$ cat config.mk
export PLATFORM = sky130hd
export DESIGN_NAME = ps2_rx_ctrl
export DESIGN_NICKNAME = d
export VERILOG_FILES = /design/src/rtl/ps2_pkg.sv /design/src/rtl/ps2_line_filter.sv /design/src/rtl/shift_reg.sv /design/src/rtl/ps2_rx_ctrl.sv
export SDC_FILE = /design/constraint.sdc
export NUM_CORES = 1
export LEC_CHECK = 0
export BUFFER_PORTS_ARGS = -buffer_cell sky130_fd_sc_hd__buf_2
export CORE_MARGIN = 10
export CORE_UTILIZATION = 50
export CTS_CLUSTER_SIZE = 28
export DETAILED_ROUTE_END_ITERATION = 10
export PLACE_DENSITY = 0.73
export SYNTH_ARGS = -nofsm -noshare
export SYNTH_HDL_FRONTEND = slang
export SYNTH_SLANG_ARGS = --single-unit
$ cat constraint.sdc
create_clock -name sys_clk -period 5.05 [get_ports sys_clk]
set_input_delay 0.7575 -clock sys_clk [delete_from_list [all_inputs] [get_ports sys_clk]]
set_output_delay 0.7575 -clock sys_clk [all_outputs]
set_load 0.01 [all_outputs]
$ cat src/rtl/ps2_pkg.sv
// ps2_pkg: shared definitions for the PS/2 receive path.
//   ps2_state_e    - receive FSM state (IDLE, RECV, CHECK)
//   PS2_FRAME_BITS - bits per PS/2 frame
//   START/DATA_LSB/PARITY/STOP - bit positions within the shifted frame
//   odd_parity()   - parity bit that makes data plus parity hold an odd number of ones
package ps2_pkg;

    typedef enum logic [1:0] {
        IDLE  = 2'd0,
        RECV  = 2'd1,
        CHECK = 2'd2
    } ps2_state_e;

    localparam int unsigned PS2_FRAME_BITS = 11;

    localparam int unsigned START    = 0;
    localparam int unsigned DATA_LSB = 1;
    localparam int unsigned PARITY   = 9;
    localparam int unsigned STOP     = 10;

    function automatic logic odd_parity(input logic [7:0] d);
        return ~^d;
    endfunction

endpackage

$ cat src/rtl/ps2_line_filter.sv
// ps2_line_filter: input conditioning for the PS/2 pins.
//   sys_clk   - clock
//   reset     - synchronous active-high reset (all state to 0)
//   ps2_clk   - raw PS/2 clock pin (asynchronous)
//   ps2_data  - raw PS/2 data pin (asynchronous)
//   clk_filt  - synchronized, glitch-filtered PS/2 clock
//   data_sync - synchronized PS/2 data
// The filtered clock only follows the synchronized clock after FILTER_LEN
// consecutive samples disagree with it, so the output lags the pin by
// 2 + FILTER_LEN cycles.
module ps2_line_filter #(
    parameter int unsigned FILTER_LEN = 4
) (
    input  logic sys_clk,
    input  logic reset,
    input  logic ps2_clk,
    input  logic ps2_data,
    output logic clk_filt,
    output logic data_sync
);

    localparam int unsigned CW = $clog2(FILTER_LEN + 1);

    logic [1:0]    clk_sync_q;
    logic [1:0]    data_sync_q;
    logic          clk_filt_q, clk_filt_d;
    logic [CW-1:0] cnt_q, cnt_d;

    always_comb begin
        clk_filt_d = clk_filt_q;
        cnt_d      = '0;
        if (clk_sync_q[1] != clk_filt_q) begin
            if (cnt_q == CW'(FILTER_LEN - 1)) begin
                clk_filt_d = clk_sync_q[1];
            end else begin
                cnt_d = cnt_q + CW'(1);
            end
        end
    end

    always_ff @(posedge sys_clk) begin
        if (reset) begin
            clk_sync_q  <= '0;
            data_sync_q <= '0;
            clk_filt_q  <= 1'b0;
            cnt_q       <= '0;
        end else begin
            clk_sync_q  <= {clk_sync_q[0], ps2_clk};
            data_sync_q <= {data_sync_q[0], ps2_data};
            clk_filt_q  <= clk_filt_d;
            cnt_q       <= cnt_d;
        end
    end

    assign clk_filt  = clk_filt_q;
    assign data_sync = data_sync_q[1];

endmodule

$ cat src/rtl/shift_reg.sv
// shift_reg: right-shifting serial-in parallel-out register.
//   sys_clk - clock
//   reset   - synchronous active-high reset, clears the register
//   clr     - synchronous clear
//   en      - shift enable; din enters the MSB, contents move toward bit 0
//   din     - serial input
//   q       - parallel contents
module shift_reg #(
    parameter int unsigned WIDTH = 11
) (
    input  logic             sys_clk,
    input  logic             reset,
    input  logic             clr,
    input  logic             en,
    input  logic             din,
    output logic [WIDTH-1:0] q
);

    logic [WIDTH-1:0] q_q;

    always_ff @(posedge sys_clk) begin
        if (reset || clr) begin
            q_q <= '0;
        end else if (en) begin
            q_q <= {din, q_q[WIDTH-1:1]};
        end
    end

    assign q = q_q;

endmodule

$ cat src/rtl/ps2_rx_ctrl.sv
// ps2_rx_ctrl: PS/2 keyboard receive controller.
//   sys_clk    - system clock, rising edge
//   reset      - synchronous active-high reset
//   ps2_clk    - raw PS/2 clock pin
//   ps2_data   - raw PS/2 data pin
//   rd_ack     - consumer accepts data while data_valid is high
//   data       - last received scancode byte
//   data_valid - data holds an unread byte
//   frame_err  - one-cycle pulse on bad start/parity/stop bit or timeout
//   overrun    - sticky: a frame completed while data_valid was high
//   busy       - frame in progress
// Build option: define PS2_PARITY_CHECK_EN to reject frames whose parity bit
// is not the odd parity of the data byte; otherwise the parity bit is ignored.
module ps2_rx_ctrl
    import ps2_pkg::*;
#(
    parameter int unsigned FILTER_LEN     = 4,
    parameter int unsigned TIMEOUT_CYCLES = 50000
) (
    input  logic       sys_clk,
    input  logic       reset,
    input  logic       ps2_clk,
    input  logic       ps2_data,
    input  logic       rd_ack,
    output logic [7:0] data,
    output logic       data_valid,
    output logic       frame_err,
    output logic       overrun,
    output logic       busy
);

    localparam int unsigned TW = $clog2(TIMEOUT_CYCLES);

    logic                      clk_filt, data_sync;
    logic                      clk_filt_prev_q;
    logic                      shift_en;
    logic                      shift_clr;
    logic [PS2_FRAME_BITS-1:0] frame_q;
    logic                      parity_ok, frame_ok;

    ps2_state_e state_q, state_d;
    logic [3:0]    bit_cnt_q, bit_cnt_d;
    logic [TW-1:0] tmo_q, tmo_d;
    logic [7:0]    data_q, data_d;
    logic          data_valid_q, data_valid_d;
    logic          overrun_q, overrun_d;
    logic          frame_err_q, frame_err_d;

    ps2_line_filter #(
        .FILTER_LEN (FILTER_LEN)
    ) u_line_filter (
        .sys_clk   (sys_clk),
        .reset     (reset),
        .ps2_clk   (ps2_clk),
        .ps2_data  (ps2_data),
        .clk_filt  (clk_filt),
        .data_sync (data_sync)
    );

    assign shift_en = clk_filt_prev_q & ~clk_filt;

    shift_reg #(
        .WIDTH (PS2_FRAME_BITS)
    ) u_frame_shifter (
        .sys_clk (sys_clk),
        .reset   (reset),
        .clr     (shift_clr),
        .en      (shift_en),
        .din     (data_sync),
        .q       (frame_q)
    );

`ifdef PS2_PARITY_CHECK_EN
    assign parity_ok = (frame_q[PARITY] == odd_parity(frame_q[DATA_LSB +: 8]));
`else
    logic unused_parity_bit;
    assign unused_parity_bit = frame_q[PARITY];
    assign parity_ok         = 1'b1;
`endif

    assign frame_ok = ~frame_q[START] & frame_q[STOP] & parity_ok;

    always_comb begin
        state_d      = state_q;
        bit_cnt_d    = bit_cnt_q;
        tmo_d        = tmo_q;
        data_d       = data_q;
        data_valid_d = data_valid_q;
        overrun_d    = overrun_q;
        frame_err_d  = 1'b0;
        shift_clr    = 1'b0;

        if (data_valid_q && rd_ack) begin
            data_valid_d = 1'b0;
            overrun_d    = 1'b0;
        end

        unique case (state_q)
            IDLE: begin
                if (shift_en) begin
                    state_d   = RECV;
                    bit_cnt_d = 4'd1;
                    tmo_d     = '0;
                end
            end
            RECV: begin
                if (shift_en) begin
                    bit_cnt_d = bit_cnt_q + 4'd1;
                    tmo_d     = '0;
                    if (bit_cnt_q == 4'(PS2_FRAME_BITS - 1)) begin
                        state_d = CHECK;
                    end
                end else if (tmo_q == TW'(TIMEOUT_CYCLES - 1)) begin
                    frame_err_d = 1'b1;
                    shift_clr   = 1'b1;
                    state_d     = IDLE;
                end else begin
                    tmo_d = tmo_q + TW'(1);
                end
            end
            CHECK: begin
                state_d = IDLE;
                if (frame_ok) begin
                    // A load in the same cycle as rd_ack wins over the clear.
                    data_d       = frame_q[DATA_LSB +: 8];
                    data_valid_d = 1'b1;
                    if (data_valid_q && !rd_ack) begin
                        overrun_d = 1'b1;
                    end
                end else begin
                    frame_err_d = 1'b1;
                end
            end
            default: state_d = IDLE;
        endcase
    end

    always_ff @(posedge sys_clk) begin
        if (reset) begin
            clk_filt_prev_q <= 1'b0;
            state_q         <= IDLE;
            bit_cnt_q       <= '0;
            tmo_q           <= '0;
            data_q          <= '0;
            data_valid_q    <= 1'b0;
            overrun_q       <= 1'b0;
            frame_err_q     <= 1'b0;
        end else begin
            clk_filt_prev_q <= clk_filt;
            state_q         <= state_d;
            bit_cnt_q       <= bit_cnt_d;
            tmo_q           <= tmo_d;
            data_q          <= data_d;
            data_valid_q    <= data_valid_d;
            overrun_q       <= overrun_d;
            frame_err_q     <= frame_err_d;
        end
    end

    assign data       = data_q;
    assign data_valid = data_valid_q;
    assign overrun    = overrun_q;
    assign frame_err  = frame_err_q;
    assign busy       = (state_q != IDLE);

endmodule

==> impl_metrics.prom, run 1 <==
# TYPE chip_impl_metric gauge
chip_impl_metric{name="power_density",unit="nW/um^2"} 292
chip_impl_metric{name="cts_sinks",unit=""} 53
chip_impl_metric{name="irDropWorstVdd",unit="mV"} 0.216
chip_impl_metric{name="vias",unit=""} 2009
chip_impl_metric{name="simple_gate_portion_of_the_synthesized_area",unit="%"} 27.0
chip_impl_metric{name="synth_area",unit="um^2"} 2400
chip_impl_metric{name="cp_data_required_time",unit="ns"} 4.29
chip_impl_metric{name="synth-warning-count",unit=""} 0
chip_impl_metric{name="final_layout_size_suffix_gt1_share",unit="%"} 11.0
chip_impl_metric{name="post-place-ws",unit="ns"} 2.64
chip_impl_metric{name="layout.nets",unit=""} 313
chip_impl_info{name="ys.flop_type",value="dfxtp_1"} 1
chip_impl_metric{name="post_drt_wl_per_cell",unit="um"} 14.0
chip_impl_metric{name="timing_worst_slew_pin_value",unit="ns"} 0.794
chip_impl_metric{name="drt-vias-per-instance",unit=""} 5.68
chip_impl_metric{name="final_period_minus_worst_setup_slack",unit="ns"} 2.37
chip_impl_info{name="rr_endpoint",value="u_frame_shifter.q[10]$_SDFFE_PP0P_"} 1
chip_impl_metric{name="nFillCells",unit=""} 453
chip_impl_metric{name="postLayoutSetupSlackWorst",unit="ns"} 2.68
chip_impl_info{name="mostFrequentLayoutCell",value="dfxtp_1"} 1
chip_impl_metric{name="synth_largest_type_area_fraction",unit="%"} 44.3
chip_impl_metric{name="number_of_instances_in_the_synthesized_netlist",unit=""} 288
chip_impl_info{name="run_status",value="finished, final reports clean"} 1
chip_impl_info{name="critical-path-top-cell-by-count",value="inv_1"} 1
chip_impl_metric{name="grt_pass1_wl",unit="um"} 8680
chip_impl_metric{name="synth.lib_cells_used.distinct",unit=""} 50
chip_impl_metric{name="die-width",unit="um"} 89.2
chip_impl_metric{name="diodes",unit=""} 0
chip_impl_metric{name="maxSlewViolCount",unit=""} 0
chip_impl_metric{name="die_height",unit="um"} 89.2
chip_impl_metric{name="hold_depth",unit=""} 1
chip_impl_metric{name="initial_utilization",unit="%"} 51.1
chip_impl_metric{name="worst_clk_skew",unit="ns"} 0.0113
chip_impl_metric{name="ff2ff_path_depth",unit=""} 5
chip_impl_info{name="cp_cell_sequence",value="inv_1, ha_1, inv_1, buf_2"} 1
chip_impl_metric{name="max_cap_viol_count",unit=""} 0
chip_impl_metric{name="cts-root-to-sink-buffers",unit=""} 2
chip_impl_metric{name="port-buffer-count",unit=""} 16
chip_impl_metric{name="coreArea",unit="um^2"} 4690
chip_impl_metric{name="cts.htree.levels",unit=""} 2
chip_impl_info{name="synth_top_family_by_area",value="simple AND/OR/NAND/NOR gates"} 1
chip_impl_metric{name="boundaryPins",unit=""} 17
chip_impl_metric{name="synthesis.area_per_instance",unit="um^2"} 8.32
chip_impl_metric{name="cts-buffers-inserted",unit=""} 5
chip_impl_metric{name="ctsHoldBuffers",unit=""} 0
chip_impl_metric{name="worst-path-max-fanout",unit=""} 14
chip_impl_metric{name="largest_net_degree_at_the_start_of_global_routing",unit=""} 36
chip_impl_info{name="holdCritStartpoint",value="u_line_filter.cnt_q[0]$_SDFF_PP0_"} 1
chip_impl_metric{name="design.die.area",unit="um^2"} 7960
chip_impl_info{name="tritoncts",value="yes"} 1
chip_impl_metric{name="post_cts_resized",unit=""} 0
chip_impl_metric{name="slowest_delay",unit="ns"} 0.51
chip_impl_metric{name="synth-edff-count",unit=""} 0
chip_impl_metric{name="clkSlewWorstSetupHoldPaths",unit="ns"} 0.09
chip_impl_metric{name="area_delta_synth_final",unit="%"} 9.08
chip_impl_metric{name="wl",unit="um"} 4970
chip_impl_metric{name="worst_skew_pair.late_latency",unit="ns"} 0.32
chip_impl_info{name="cts.root.buffer_cell",value="clkbuf_8"} 1
chip_impl_metric{name="maximum_clock_frequency",unit="GHz"} 0.422
chip_impl_metric{name="multiInputGateArea",unit="um^2"} 1250
chip_impl_info{name="hold_path.class",value="reg -> reg"} 1
chip_impl_metric{name="fin_setup_tns",unit="ns"} 0
chip_impl_metric{name="placement_rows",unit=""} 25
chip_impl_metric{name="max-slew-margin-rel",unit="%"} 46.7
chip_impl_metric{name="synth_seq_area_share",unit="%"} 44.3
chip_impl_metric{name="synth-compound-area-share",unit="%"} 17.8
chip_impl_metric{name="seq_area",unit="um^2"} 1060
chip_impl_metric{name="post-route-drc-count",unit=""} 0
chip_impl_info{name="setup_repair_after_global_routing_missed_its_margin",value="false"} 1
chip_impl_metric{name="antenna_left",unit=""} 0
chip_impl_metric{name="dp_hpwl",unit="um"} 3420
chip_impl_info{name="end_kind",value="output port"} 1
chip_impl_info{name="yosysTopAreaCell",value="dfxtp_1"} 1
chip_impl_metric{name="post_cts.repair.setup_buffers",unit=""} 0
chip_impl_metric{name="final_hold_viol_count",unit=""} 0
chip_impl_metric{name="synth_mux_area_share",unit="%"} 2.14
chip_impl_info{name="cp-start-kind",value="flip-flop"} 1
chip_impl_metric{name="drt_iter0_markers",unit=""} 123
chip_impl_metric{name="final_cell_area",unit="um^2"} 2620
chip_impl_metric{name="synthArstFlopShare",unit="%"} 0
chip_impl_metric{name="globalplace.congestion",unit=""} 0.922
chip_impl_metric{name="synth-adder-area-share",unit="%"} 4.70
chip_impl_info{name="synth_area_leaders",value="dfxtp_1, a21oi_1, nand2_1"} 1
chip_impl_metric{name="regToRegSetupSlack",unit="ns"} 2.70
chip_impl_info{name="hold_path_endpoint",value="u_line_filter.cnt_q[0]$_SDFF_PP0_"} 1
chip_impl_metric{name="globalRouteTotalUtil",unit="%"} 13.6
chip_impl_metric{name="dpl_cell_area",unit="um^2"} 2500
chip_impl_metric{name="first_pass_iters",unit=""} 4
chip_impl_metric{name="synth_seq_cells",unit=""} 53
chip_impl_metric{name="timing.critical_path.arrival",unit="ns"} 1.61
chip_impl_metric{name="grt_remaining_overflow",unit=""} 0
chip_impl_info{name="mostFrequentLayoutCells",value="dfxtp_1, nand2_1, a21oi_1, nor2_1, buf_2"} 1
chip_impl_metric{name="synth_xor_xnor_area_share",unit="%"} 0.365
chip_impl_metric{name="via_count_of_the_first_global_routing_pass",unit=""} 1927
chip_impl_metric{name="syn_nets",unit=""} 302
chip_impl_metric{name="fin_crit_sh",unit="%"} 46.9
chip_impl_info{name="crit_type",value="reg -> out"} 1
chip_impl_info{name="regToRegStartpoint",value="state_q[1]$_SDFFE_PP0P_"} 1
chip_impl_metric{name="report.final.setup_viol",unit=""} 0
chip_impl_info{name="cpMaxStageDelayCell",value="ha_1"} 1
chip_impl_metric{name="leakage_power",unit="nW"} 0.946
chip_impl_metric{name="antenna_violations_before_repair",unit=""} 0
## worst max path at each step
stage / to / slack, ns / cells after the start / from
finish: busy / 2.68 / 4 / state_q[0]$_SDFFE_PP0P_
global route: u_frame_shifter.q[6]$_SDFFE_PP0P_ / 2.37 / 5 / state_q[1]$_SDFFE_PP0P_
CTS: u_frame_shifter.q[10]$_SDFFE_PP0P_ / 2.67 / 5 / state_q[1]$_SDFFE_PP0P_
detailed placement: tmo_q[9]$_SDFFE_PP0P_ / 2.64 / 6 / reset
global placement: tmo_q[9]$_SDFFE_PP0P_ / 2.61 / 6 / reset
floorplan: tmo_q[12]$_SDFFE_PP0P_ / 3.07 / 6 / reset
## cells in the mapped netlist, types with 3 or more instances
cell type   n
o21ai_1     8
inv_1       8
nor3_1      6
nand2_1    48
o211ai_1    4
nor2b_1    10
clkbuf_1    7
a21oi_1    41
mux2i_1     4
o21ai_0     4
buf_2       4
ha_1        9
dfxtp_1    53
nand3_1    10
a21o_1      3
or3_1       4
nand4_1     6
nor2_1     18
## where the power goes
part | switching (mW) | internal [mW] | total [mW]
clock | 0.149 | 0.151 | 0.300
combinational | 0.0287 | 0.0132 | 0.0419
sequential | 0.00169 | 0.421 | 0.422
total | 0.179 | 0.585 | 0.764
## logic make-up (layout without fill, tap and decap cells)
kind of cell	count (synthesis)	count (layout)
DFF	53	53
and+or+nand+nor	125	125
buffers and inverters	22	34
AOI/OAI and AO/OA	73	73
muxes	5	5
xor gates and xnor gates	1	1
adders and majority gates	9	9
## registers in the layout, indices dropped and copies added, names as in the netlist, named ones only
register and cells:
bit_cnt_q 4, clk_filt_prev_q 1, data 8, data_valid 1, frame_err 1, state_q 2
tmo_q 16, u_frame_shifter.q 11, u_line_filter.clk_filt 1, u_line_filter.clk_sync_q 2, u_line_filter.cnt_q 3, u_line_filter.data_sync_q 2
## layer usage
| layer | GRT usage [%] | wire length, um | part of all wire (%) | vias to the layer above |
|---|---|---|---|---|
| li1 | - | - | - | 1035 |
| met1 | 17.1 | 2430 | 49 | 939 |
| met2 | 21.0 | 2250 | 45 | 25 |
| met3 | 3.56 | 166 | 3.3 | 10 |
| met4 | 6.94 | 116 | 2.3 | 0 |
| met5 | 0 | 0 | 0 | - |
## critical path, delay by kind of cell, from the launching register on
| family | cells | cell delay, ns |
|---|---|---|
| flip-flops | 1 | 0.33 |
| buffers and inverters | 3 | 0.45 |
| adder cells (fa/ha/maj) | 1 | 0.51 |
## metrics by stage
| stage | hold slack [ns] | utilization (%) | cells | total power, mW |
|---|---|---|---|---|
| floorplan | 0.399 | - | 288 | 0.465 |
| finish | 0.426 | 55.7 | 354 | 0.764 |
| global route | 0.454 | 55.7 | 354 | 0.791 |
| CTS | 0.431 | 55.7 | 354 | 0.774 |
| global placement | 0.407 | 53.3 | 346 | 0.473 |
| detailed placement | 0.416 | 53.3 | 346 | 0.474 |
## layout make-up
type                            count  share of cell area (%)
Inverter                            9                    1.29
Multi-Input combinational cell    213                    47.8
Tap cell                           54                    2.58
Timing Repair Buffer               17                    3.35
Clock buffer                        5                    2.63
Sequential cell                    53                    40.6
Clock inverter                      3                    1.82
Note: power is estimated with default switching activity, not from simulation.
==> run 2, diff against run 1 <==
--- a/config.mk
+++ b/config.mk
@@ -5,12 +5,13 @@
 export SDC_FILE = /design/constraint.sdc
 export NUM_CORES = 1
 export LEC_CHECK = 0
+export ABC_AREA = 1
 export BUFFER_PORTS_ARGS = -buffer_cell sky130_fd_sc_hd__buf_2
 export CORE_MARGIN = 10
 export CORE_UTILIZATION = 50
 export CTS_CLUSTER_SIZE = 28
 export DETAILED_ROUTE_END_ITERATION = 10
-export PLACE_DENSITY = 0.73
+export PLACE_DENSITY = 0.75
 export SYNTH_ARGS = -nofsm -noshare
 export SYNTH_HDL_FRONTEND = slang
 export SYNTH_SLANG_ARGS = --single-unit
==> constraint.sdc (replaced) <==
create_clock -name sys_clk -period 2.1 [get_ports sys_clk]
set_input_delay 0.315 -clock sys_clk [delete_from_list [all_inputs] [get_ports sys_clk]]
set_output_delay 0.315 -clock sys_clk [all_outputs]
set_load 0.01 [all_outputs]
==> run 2 against run 1 <==
Net effect: area after synthesis grew 7.8%; core utilization shrank 0.19 points; register-to-register slack lost 2.3 ns; largest cell class unchanged; cell count grew 31%; cell area grew 7.8%; critical path depth grew 4; first-iteration DRC count shrank 44%; combinational power grew to 3.1 times the previous value; via count grew 12%; critical path type is now reg -> reg.
==> impl_metrics.prom, run 2 <==
# TYPE chip_impl_metric gauge
chip_impl_metric{name="wl",unit="um"} 5280
chip_impl_metric{name="clkSlewWorstSetupHoldPaths",unit="ns"} 0.09
chip_impl_info{name="cp-start-kind",value="flip-flop"} 1
chip_impl_metric{name="synth-edff-count",unit=""} 0
chip_impl_metric{name="syn_nets",unit=""} 388
chip_impl_metric{name="boundaryPins",unit=""} 17
chip_impl_metric{name="synthesis.area_per_instance",unit="um^2"} 6.91
chip_impl_metric{name="synth_xor_xnor_area_share",unit="%"} 0.678
chip_impl_metric{name="synthArstFlopShare",unit="%"} 0
chip_impl_metric{name="synth-adder-area-share",unit="%"} 4.36
chip_impl_metric{name="area_delta_synth_final",unit="%"} 9.10
chip_impl_metric{name="max-slew-margin-rel",unit="%"} 71.7
chip_impl_info{name="cts.root.buffer_cell",value="clkbuf_8"} 1
chip_impl_metric{name="final_hold_viol_count",unit=""} 0
chip_impl_info{name="mostFrequentLayoutCells",value="nand2_1, dfxtp_1, nor2_1, inv_1, a21oi_1"} 1
chip_impl_metric{name="post_drt_wl_per_cell",unit="um"} 11.4
chip_impl_info{name="tritoncts",value="yes"} 1
chip_impl_metric{name="cp_data_required_time",unit="ns"} 2.34
chip_impl_info{name="yosys.cell_count.top_type",value="nand2_1"} 1
chip_impl_info{name="post_synth_most_frequent_cells",value="nand2_1, dfxtp_1, nor2_1"} 1
chip_impl_metric{name="final_layout_size_suffix_gt1_share",unit="%"} 11.7
chip_impl_metric{name="final_period_minus_worst_setup_slack",unit="ns"} 1.67
chip_impl_metric{name="vias",unit=""} 2246
chip_impl_metric{name="drt-vias-per-instance",unit=""} 4.86
chip_impl_info{name="holdCritStartpoint",value="ps2_clk"} 1
chip_impl_metric{name="post-route-drc-count",unit=""} 0
chip_impl_metric{name="final_util",unit="%"} 55.5
chip_impl_metric{name="diodes",unit=""} 0
chip_impl_metric{name="worst-path-max-fanout",unit=""} 6
chip_impl_metric{name="layout.nets",unit=""} 405
chip_impl_metric{name="synth_largest_type_area_fraction",unit="%"} 41.1
chip_impl_metric{name="design.die.area",unit="um^2"} 8440
chip_impl_metric{name="fin_crit_sh",unit="%"} 79.6
chip_impl_metric{name="synth-compound-area-share",unit="%"} 9.44
chip_impl_info{name="synth_area_leaders",value="dfxtp_1, nand2_1, nor2_1"} 1
chip_impl_metric{name="die-width",unit="um"} 91.9
chip_impl_metric{name="placement_rows",unit=""} 26
chip_impl_info{name="ys.flop_type",value="dfxtp_1"} 1
chip_impl_metric{name="simple_gate_portion_of_the_synthesized_area",unit="%"} 34.6
chip_impl_metric{name="fin_setup_tns",unit="ns"} 0
chip_impl_metric{name="max_cap_viol_count",unit=""} 0
chip_impl_metric{name="port-buffer-count",unit=""} 16
chip_impl_info{name="end_kind",value="flip-flop"} 1
chip_impl_metric{name="antenna_left",unit=""} 0
chip_impl_metric{name="coreArea",unit="um^2"} 5070
chip_impl_info{name="timing.critical_path.to",value="state_q[1]$_SDFFE_PP0P_"} 1
chip_impl_info{name="crit_type",value="reg -> reg"} 1
chip_impl_metric{name="regToRegSetupSlack",unit="ns"} 0.43
chip_impl_metric{name="cts-buffers-inserted",unit=""} 5
chip_impl_metric{name="worst_clk_skew",unit="ns"} 0.0160
chip_impl_metric{name="irDropWorstVdd",unit="mV"} 0.487
chip_impl_metric{name="grt_pass1_wl",unit="um"} 9590
chip_impl_metric{name="worst_skew_pair.late_latency",unit="ns"} 0.31
chip_impl_metric{name="globalplace.congestion",unit=""} 0.918
chip_impl_metric{name="synth-warning-count",unit=""} 0
chip_impl_metric{name="number_of_instances_in_the_synthesized_netlist",unit=""} 374
chip_impl_metric{name="first_pass_iters",unit=""} 4
chip_impl_metric{name="drt_iter0_markers",unit=""} 69
chip_impl_metric{name="maxSlewViolCount",unit=""} 0
chip_impl_metric{name="synth_seq_area_share",unit="%"} 41.1
chip_impl_info{name="mostFrequentLayoutCell",value="nand2_1"} 1
chip_impl_metric{name="via_count_of_the_first_global_routing_pass",unit=""} 2247
chip_impl_info{name="regToRegStartpoint",value="state_q[1]$_SDFFE_PP0P_"} 1
chip_impl_metric{name="grt_remaining_overflow",unit=""} 0
chip_impl_metric{name="dp_hpwl",unit="um"} 4050
chip_impl_metric{name="cts-root-to-sink-buffers",unit=""} 2
chip_impl_metric{name="ctsHoldBuffers",unit=""} 0
chip_impl_metric{name="timing_worst_slew_pin_value",unit="ns"} 0.423
chip_impl_info{name="cp-startpoint",value="state_q[1]$_SDFFE_PP0P_"} 1
chip_impl_metric{name="nFillCells",unit=""} 514
chip_impl_info{name="run_status",value="finished, final reports clean"} 1
chip_impl_info{name="setup_repair_after_global_routing_missed_its_margin",value="false"} 1
chip_impl_metric{name="cts_sinks",unit=""} 53
chip_impl_metric{name="power_density",unit="nW/um^2"} 622
chip_impl_metric{name="multiInputGateArea",unit="um^2"} 1270
chip_impl_info{name="rr_endpoint",value="state_q[1]$_SDFFE_PP0P_"} 1
chip_impl_metric{name="cts.htree.levels",unit=""} 2
chip_impl_metric{name="report.final.setup_viol",unit=""} 0
chip_impl_metric{name="globalRouteTotalUtil",unit="%"} 13.4
chip_impl_metric{name="synth.lib_cells_used.distinct",unit=""} 34
chip_impl_metric{name="post_cts_resized",unit=""} 0
chip_impl_metric{name="post_cts.repair.setup_buffers",unit=""} 0
chip_impl_metric{name="maximum_clock_frequency",unit="GHz"} 0.598
chip_impl_metric{name="seq_area",unit="um^2"} 1060
chip_impl_metric{name="synth_area",unit="um^2"} 2580
chip_impl_metric{name="timing.critical_path.arrival",unit="ns"} 1.91
chip_impl_metric{name="synth_mux_area_share",unit="%"} 0
chip_impl_metric{name="placedCellCount",unit=""} 454
chip_impl_info{name="registers.top_by_ff_count",value="tmo_q"} 1
chip_impl_metric{name="die_height",unit="um"} 91.9
chip_impl_metric{name="largest_net_degree_at_the_start_of_global_routing",unit=""} 20
chip_impl_info{name="hold_path.class",value="in -> reg"} 1
chip_impl_info{name="yosysTopAreaCell",value="dfxtp_1"} 1
chip_impl_metric{name="leakage_power",unit="nW"} 1.23
chip_impl_metric{name="largest_reg_flops",unit=""} 16
chip_impl_metric{name="initial_utilization",unit="%"} 50.9
chip_impl_metric{name="ff2ff_path_depth",unit=""} 8
chip_impl_metric{name="final_cells",unit=""} 462
chip_impl_metric{name="synth_seq_cells",unit=""} 53
chip_impl_info{name="synth_top_family_by_area",value="simple AND/OR/NAND/NOR gates"} 1
chip_impl_metric{name="antenna_violations_before_repair",unit=""} 0
[run 2: cell types whose count changed in the layout (fill, tap and decap cells not counted), moves of 10 or more]
cell | previous run | this run
nand2_1 | 48 | 108
inv_1 | 8 | 47
nor2_1 | 18 | 51
a21oi_1 | 41 | 27
o21ai_0 | 4 | 16
nand3_1 | 10 | 21
nor2b_1 | 10 | 0
[run 2: layout make-up]
type                            count  share of cell area [%]
Clock buffer                        6                    2.93
Clock inverter                      2                   0.577
Inverter                           56                    7.68
Multi-Input combinational cell    258                    45.0
Timing Repair Buffer               17                    3.11
Sequential cell                    53                    37.6
Tap cell                           70                    3.11
[run 2: cell families (layout without fill, tap and decap cells)]
group           count (synthesis)  after routing
fa+ha+maj                       9              9
flops                          53             53
compound gates                 47             47
xor+xnor                        2              2
buf+inv                        63             81
simple gates                  200            200
[run 2: critical path: stages, from the launching register on]
cell and delay (ns):
dfxtp_1 0.34, inv_1 0.10, ha_1 0.21, inv_2 0.10, nor2_1 0.36, a21oi_1 0.18
nand2_1 0.13, nand2_1 0.05, a21oi_1 0.12
[run 2: how the worst min path moves through the flow]
stage | cells past startpoint | to
5_1_grt | 3 | u_line_filter.data_sync_q[0]$_SDFF_PP0_
2_1_floorplan | 2 | u_line_filter.clk_sync_q[1]$_SDFF_PP0_
3_3_place_gp | 2 | u_line_filter.clk_sync_q[1]$_SDFF_PP0_
6_report | 3 | u_line_filter.clk_sync_q[0]$_SDFF_PP0_
3_5_place_dp | 2 | u_line_filter.clk_sync_q[1]$_SDFF_PP0_
4_1_cts | 2 | flip-flop
[run 2: per-layer routing]
| metal | wire (um) | GRT usage [%] | vias up |
|---|---|---|---|
| met2 | 2640 | 23.4 | 30 |
| met1 | 2390 | 14.9 | 1012 |
| met4 | 84 | 5.78 | 0 |
| met5 | 0 | 0 | - |
| met3 | 158 | 3.59 | 10 |
| li1 | - | - | 1194 |
[run 2: metrics by stage]
step	instance area (um^2)	hold WS (ns)	total power, mW	setup WS [ns]
2_1_floorplan	2580	0.388	1.14	0.689
3_3_place_gp	2720	0.390	1.17	0.439
3_5_place_dp	2720	0.395	1.17	0.418
4_1_cts	2820	0.188	1.78	0.405
5_1_grt	2820	0.199	1.84	0.186
6_report	2820	0.199	1.75	0.428
[run 2: where the power goes]
group | total, mW | internal, mW | switching, mW | leakage, nW
Clock | 0.610 | 0.272 | 0.338 | 0.0478
Sequential | 1.01 | 1.01 | 0.00377 | 0.428
Combinational | 0.130 | 0.0399 | 0.0897 | 0.758
Total | 1.75 | 1.32 | 0.432 | 1.23
==> run 3, diff against run 2 <==
--- a/config.mk
+++ b/config.mk
@@ -11,7 +11,7 @@
 export CORE_UTILIZATION = 50
 export CTS_CLUSTER_SIZE = 28
 export DETAILED_ROUTE_END_ITERATION = 10
-export PLACE_DENSITY = 0.75
+export PLACE_DENSITY = 0.73
 export SYNTH_ARGS = -nofsm -noshare
 export SYNTH_HDL_FRONTEND = slang
 export SYNTH_SLANG_ARGS = --single-unit
==> constraint.sdc (replaced) <==
create_clock -name sys_clk -period 1.75 [get_ports sys_clk]
set_input_delay 0.2625 -clock sys_clk [delete_from_list [all_inputs] [get_ports sys_clk]]
set_output_delay 0.2625 -clock sys_clk [all_outputs]
set_load 0.01 [all_outputs]
==> run 3 against run 2 <==
Net effect: combinational power is 31% higher; critical endpoint is now tmo_q[15]$_SDFFE_PP0P_; non-clock buffer count is 7 higher; clock-buffer cell count is 1 lower; critical path depth is 1 higher; routed wire length is 0.44% higher; via count is 0.62% higher; cell area is 2.1% higher; worst hold slack worse by 0.052 ns; largest cell class unchanged; sequential share of layout area is 0.77 points lower; die area stayed put; global-route usage is 0.21 points lower; clock power is 23% higher.
==> impl_metrics.prom, run 3 (synthesis results as in run 2) <==
# TYPE chip_impl_metric gauge
chip_impl_metric{name="area_delta_synth_final",unit="%"} 11.4
chip_impl_metric{name="holdWs",unit="ns"} 0.148
chip_impl_metric{name="coreArea",unit="um^2"} 5070
chip_impl_info{name="hold_path.class",value="in -> reg"} 1
chip_impl_metric{name="post-route-drc-count",unit=""} 0
chip_impl_metric{name="worst_clk_skew",unit="ns"} 0.0163
chip_impl_metric{name="globalRouteTotalUtil",unit="%"} 13.2
chip_impl_metric{name="maxSlewViolCount",unit=""} 0
chip_impl_metric{name="post_drt_wl_per_cell",unit="um"} 11.3
chip_impl_info{name="cp-startpoint",value="tmo_q[0]$_SDFFE_PP0P_"} 1
chip_impl_metric{name="hold_depth",unit=""} 3
chip_impl_metric{name="wl",unit="um"} 5300
chip_impl_metric{name="clkSlewWorstSetupHoldPaths",unit="ns"} 0.10
chip_impl_metric{name="largest_net_degree_at_the_start_of_global_routing",unit=""} 20
chip_impl_metric{name="max_cap_viol_count",unit=""} 0
chip_impl_info{name="rr_endpoint",value="tmo_q[15]$_SDFFE_PP0P_"} 1
chip_impl_metric{name="grt_remaining_overflow",unit=""} 0
chip_impl_metric{name="fin_setup_tns",unit="ns"} 0
chip_impl_metric{name="timing_worst_slew_pin_value",unit="ns"} 0.292
chip_impl_metric{name="final_hold_viol_count",unit=""} 0
chip_impl_metric{name="grt_pass1_wl",unit="um"} 9380
chip_impl_metric{name="leakage_power",unit="nW"} 1.27
chip_impl_metric{name="worst_skew_pair.late_latency",unit="ns"} 0.32
chip_impl_metric{name="maximum_clock_frequency",unit="GHz"} 0.633
chip_impl_metric{name="ff2ff_path_depth",unit=""} 9
chip_impl_info{name="crit_type",value="reg -> reg"} 1
chip_impl_metric{name="fin_crit_sh",unit="%"} 90.3
chip_impl_info{name="setup_repair_after_global_routing_missed_its_margin",value="false"} 1
chip_impl_metric{name="timing.critical_path.arrival",unit="ns"} 1.83
chip_impl_info{name="holdCritStartpoint",value="ps2_data"} 1
chip_impl_metric{name="first_pass_iters",unit=""} 5
chip_impl_metric{name="final_period_minus_worst_setup_slack",unit="ns"} 1.58
chip_impl_metric{name="drt_iter0_markers",unit=""} 156
chip_impl_metric{name="regToRegSetupSlack",unit="ns"} 0.17
chip_impl_metric{name="dp_hpwl",unit="um"} 3990
chip_impl_metric{name="cts-buffers-inserted",unit=""} 5
chip_impl_metric{name="cp_data_required_time",unit="ns"} 2.00
chip_impl_metric{name="p_total",unit="mW"} 2.14
chip_impl_metric{name="largest_reg_flops",unit=""} 16
chip_impl_info{name="tritoncts",value="yes"} 1
chip_impl_metric{name="antenna_violations_before_repair",unit=""} 0
chip_impl_info{name="hold_path_endpoint",value="u_line_filter.data_sync_q[0]$_SDFF_PP0_"} 1
chip_impl_metric{name="cts-root-to-sink-buffers",unit=""} 2
chip_impl_metric{name="report.final.setup_viol",unit=""} 0
chip_impl_metric{name="irDropWorstVdd",unit="mV"} 0.491
chip_impl_metric{name="globalplace.congestion",unit=""} 0.935
chip_impl_info{name="registers.top_by_ff_count",value="tmo_q"} 1
chip_impl_info{name="mostFrequentLayoutCell",value="nand2_1"} 1
chip_impl_metric{name="boundaryPins",unit=""} 17
chip_impl_metric{name="final_layout_size_suffix_gt1_share",unit="%"} 14.3
chip_impl_metric{name="die-width",unit="um"} 91.9
chip_impl_metric{name="design.die.area",unit="um^2"} 8440
chip_impl_metric{name="max-slew-margin-rel",unit="%"} 80.5
chip_impl_info{name="cp-start-kind",value="flip-flop"} 1
chip_impl_metric{name="die_height",unit="um"} 91.9
chip_impl_metric{name="initial_utilization",unit="%"} 50.9
chip_impl_metric{name="drt-vias-per-instance",unit=""} 4.82
chip_impl_info{name="regToRegStartpoint",value="tmo_q[0]$_SDFFE_PP0P_"} 1
chip_impl_metric{name="cts.htree.levels",unit=""} 2
chip_impl_metric{name="port-buffer-count",unit=""} 16
chip_impl_metric{name="diodes",unit=""} 0
chip_impl_metric{name="via_count_of_the_first_global_routing_pass",unit=""} 2128
chip_impl_metric{name="dpl_cell_area",unit="um^2"} 2770
chip_impl_info{name="end_kind",value="flip-flop"} 1
chip_impl_metric{name="vias",unit=""} 2260
chip_impl_metric{name="antenna_left",unit=""} 0
chip_impl_info{name="mostFrequentLayoutCells",value="nand2_1, dfxtp_1, nor2_1, inv_1, a21oi_1"} 1
chip_impl_metric{name="cts_sinks",unit=""} 53
chip_impl_metric{name="placement_rows",unit=""} 26
chip_impl_metric{name="power_density",unit="nW/um^2"} 743
chip_impl_metric{name="final_util",unit="%"} 56.7
chip_impl_metric{name="final_cell_area",unit="um^2"} 2880
chip_impl_info{name="run_status",value="finished, final reports clean"} 1
chip_impl_metric{name="worst-path-max-fanout",unit=""} 9
chip_impl_metric{name="layout.nets",unit=""} 412
chip_impl_info{name="cts.root.buffer_cell",value="clkbuf_8"} 1
## run 3: worst max-delay path, cell delays in order (launching register included)
cell and delay [ns]:
dfxtp_1 0.40, ha_1 0.22, nand3_1 0.14, nor2_2 0.18
nand3_4 0.17, nand2_8 0.15, nand2_4 0.09, clkinv_2 0.08
nand2_1 0.05, nand2_1 0.06
## run 3: repair_timing
| item | 4_1_cts | 5_1_grt |
|---|---|---|
| gates resized for setup | 0 | 4 |
| setup endpoints to repair | 0 | 16 |
| hold buffers | 0 | 0 |
| buffers inserted | 0 | 1 |
## run 3: power breakdown
group	switching, mW	total [mW]	internal, mW
Sequential	0.00451	1.22	1.21
Clock	0.450	0.750	0.300
Combinational	0.112	0.170	0.0578
## run 3: cell type report
type | instances | area [um^2]
Clock buffer | 5 | 68.8
Clock inverter | 3 | 28.8
Fill cell | 512 | 2200
Inverter | 56 | 216
Multi-Input combinational cell | 258 | 1270
Sequential cell | 53 | 1060
Tap cell | 70 | 87.6
Timing Repair Buffer | 24 | 140
## run 3: worst max-delay path by stage
stage / to / slack [ns] / cells after the start
after floorplan: tmo_q[10]$_SDFFE_PP0P_ / 0.34 / 9
after global placement: tmo_q[12]$_SDFFE_PP0P_ / 0.18 / 10
after detailed placement: u_frame_shifter.q[8]$_SDFFE_PP0P_ / 0.13 / 6
after CTS: u_frame_shifter.q[1]$_SDFFE_PP0P_ / 0.13 / 6
after global routing: tmo_q[15]$_SDFFE_PP0P_ / 0.01 / 10
final: tmo_q[15]$_SDFFE_PP0P_ / 0.17 / 9
## run 3: stage by stage
step / setup slack (ns) / instances
floorplan: 0.339 / 374
global placement: 0.184 / 460
detailed placement: 0.127 / 460
CTS: 0.127 / 468
global route: 0.0105 / 469
finish: 0.170 / 469
## run 3: per-layer routing
layer  vias up  track usage [%]  share of wire, %
met5         -                0                 0
met4         0             5.53               2.3
met3         9             3.02               3.8
met2        40             22.9                48
met1      1005             15.1                46
li1       1206                -                 -
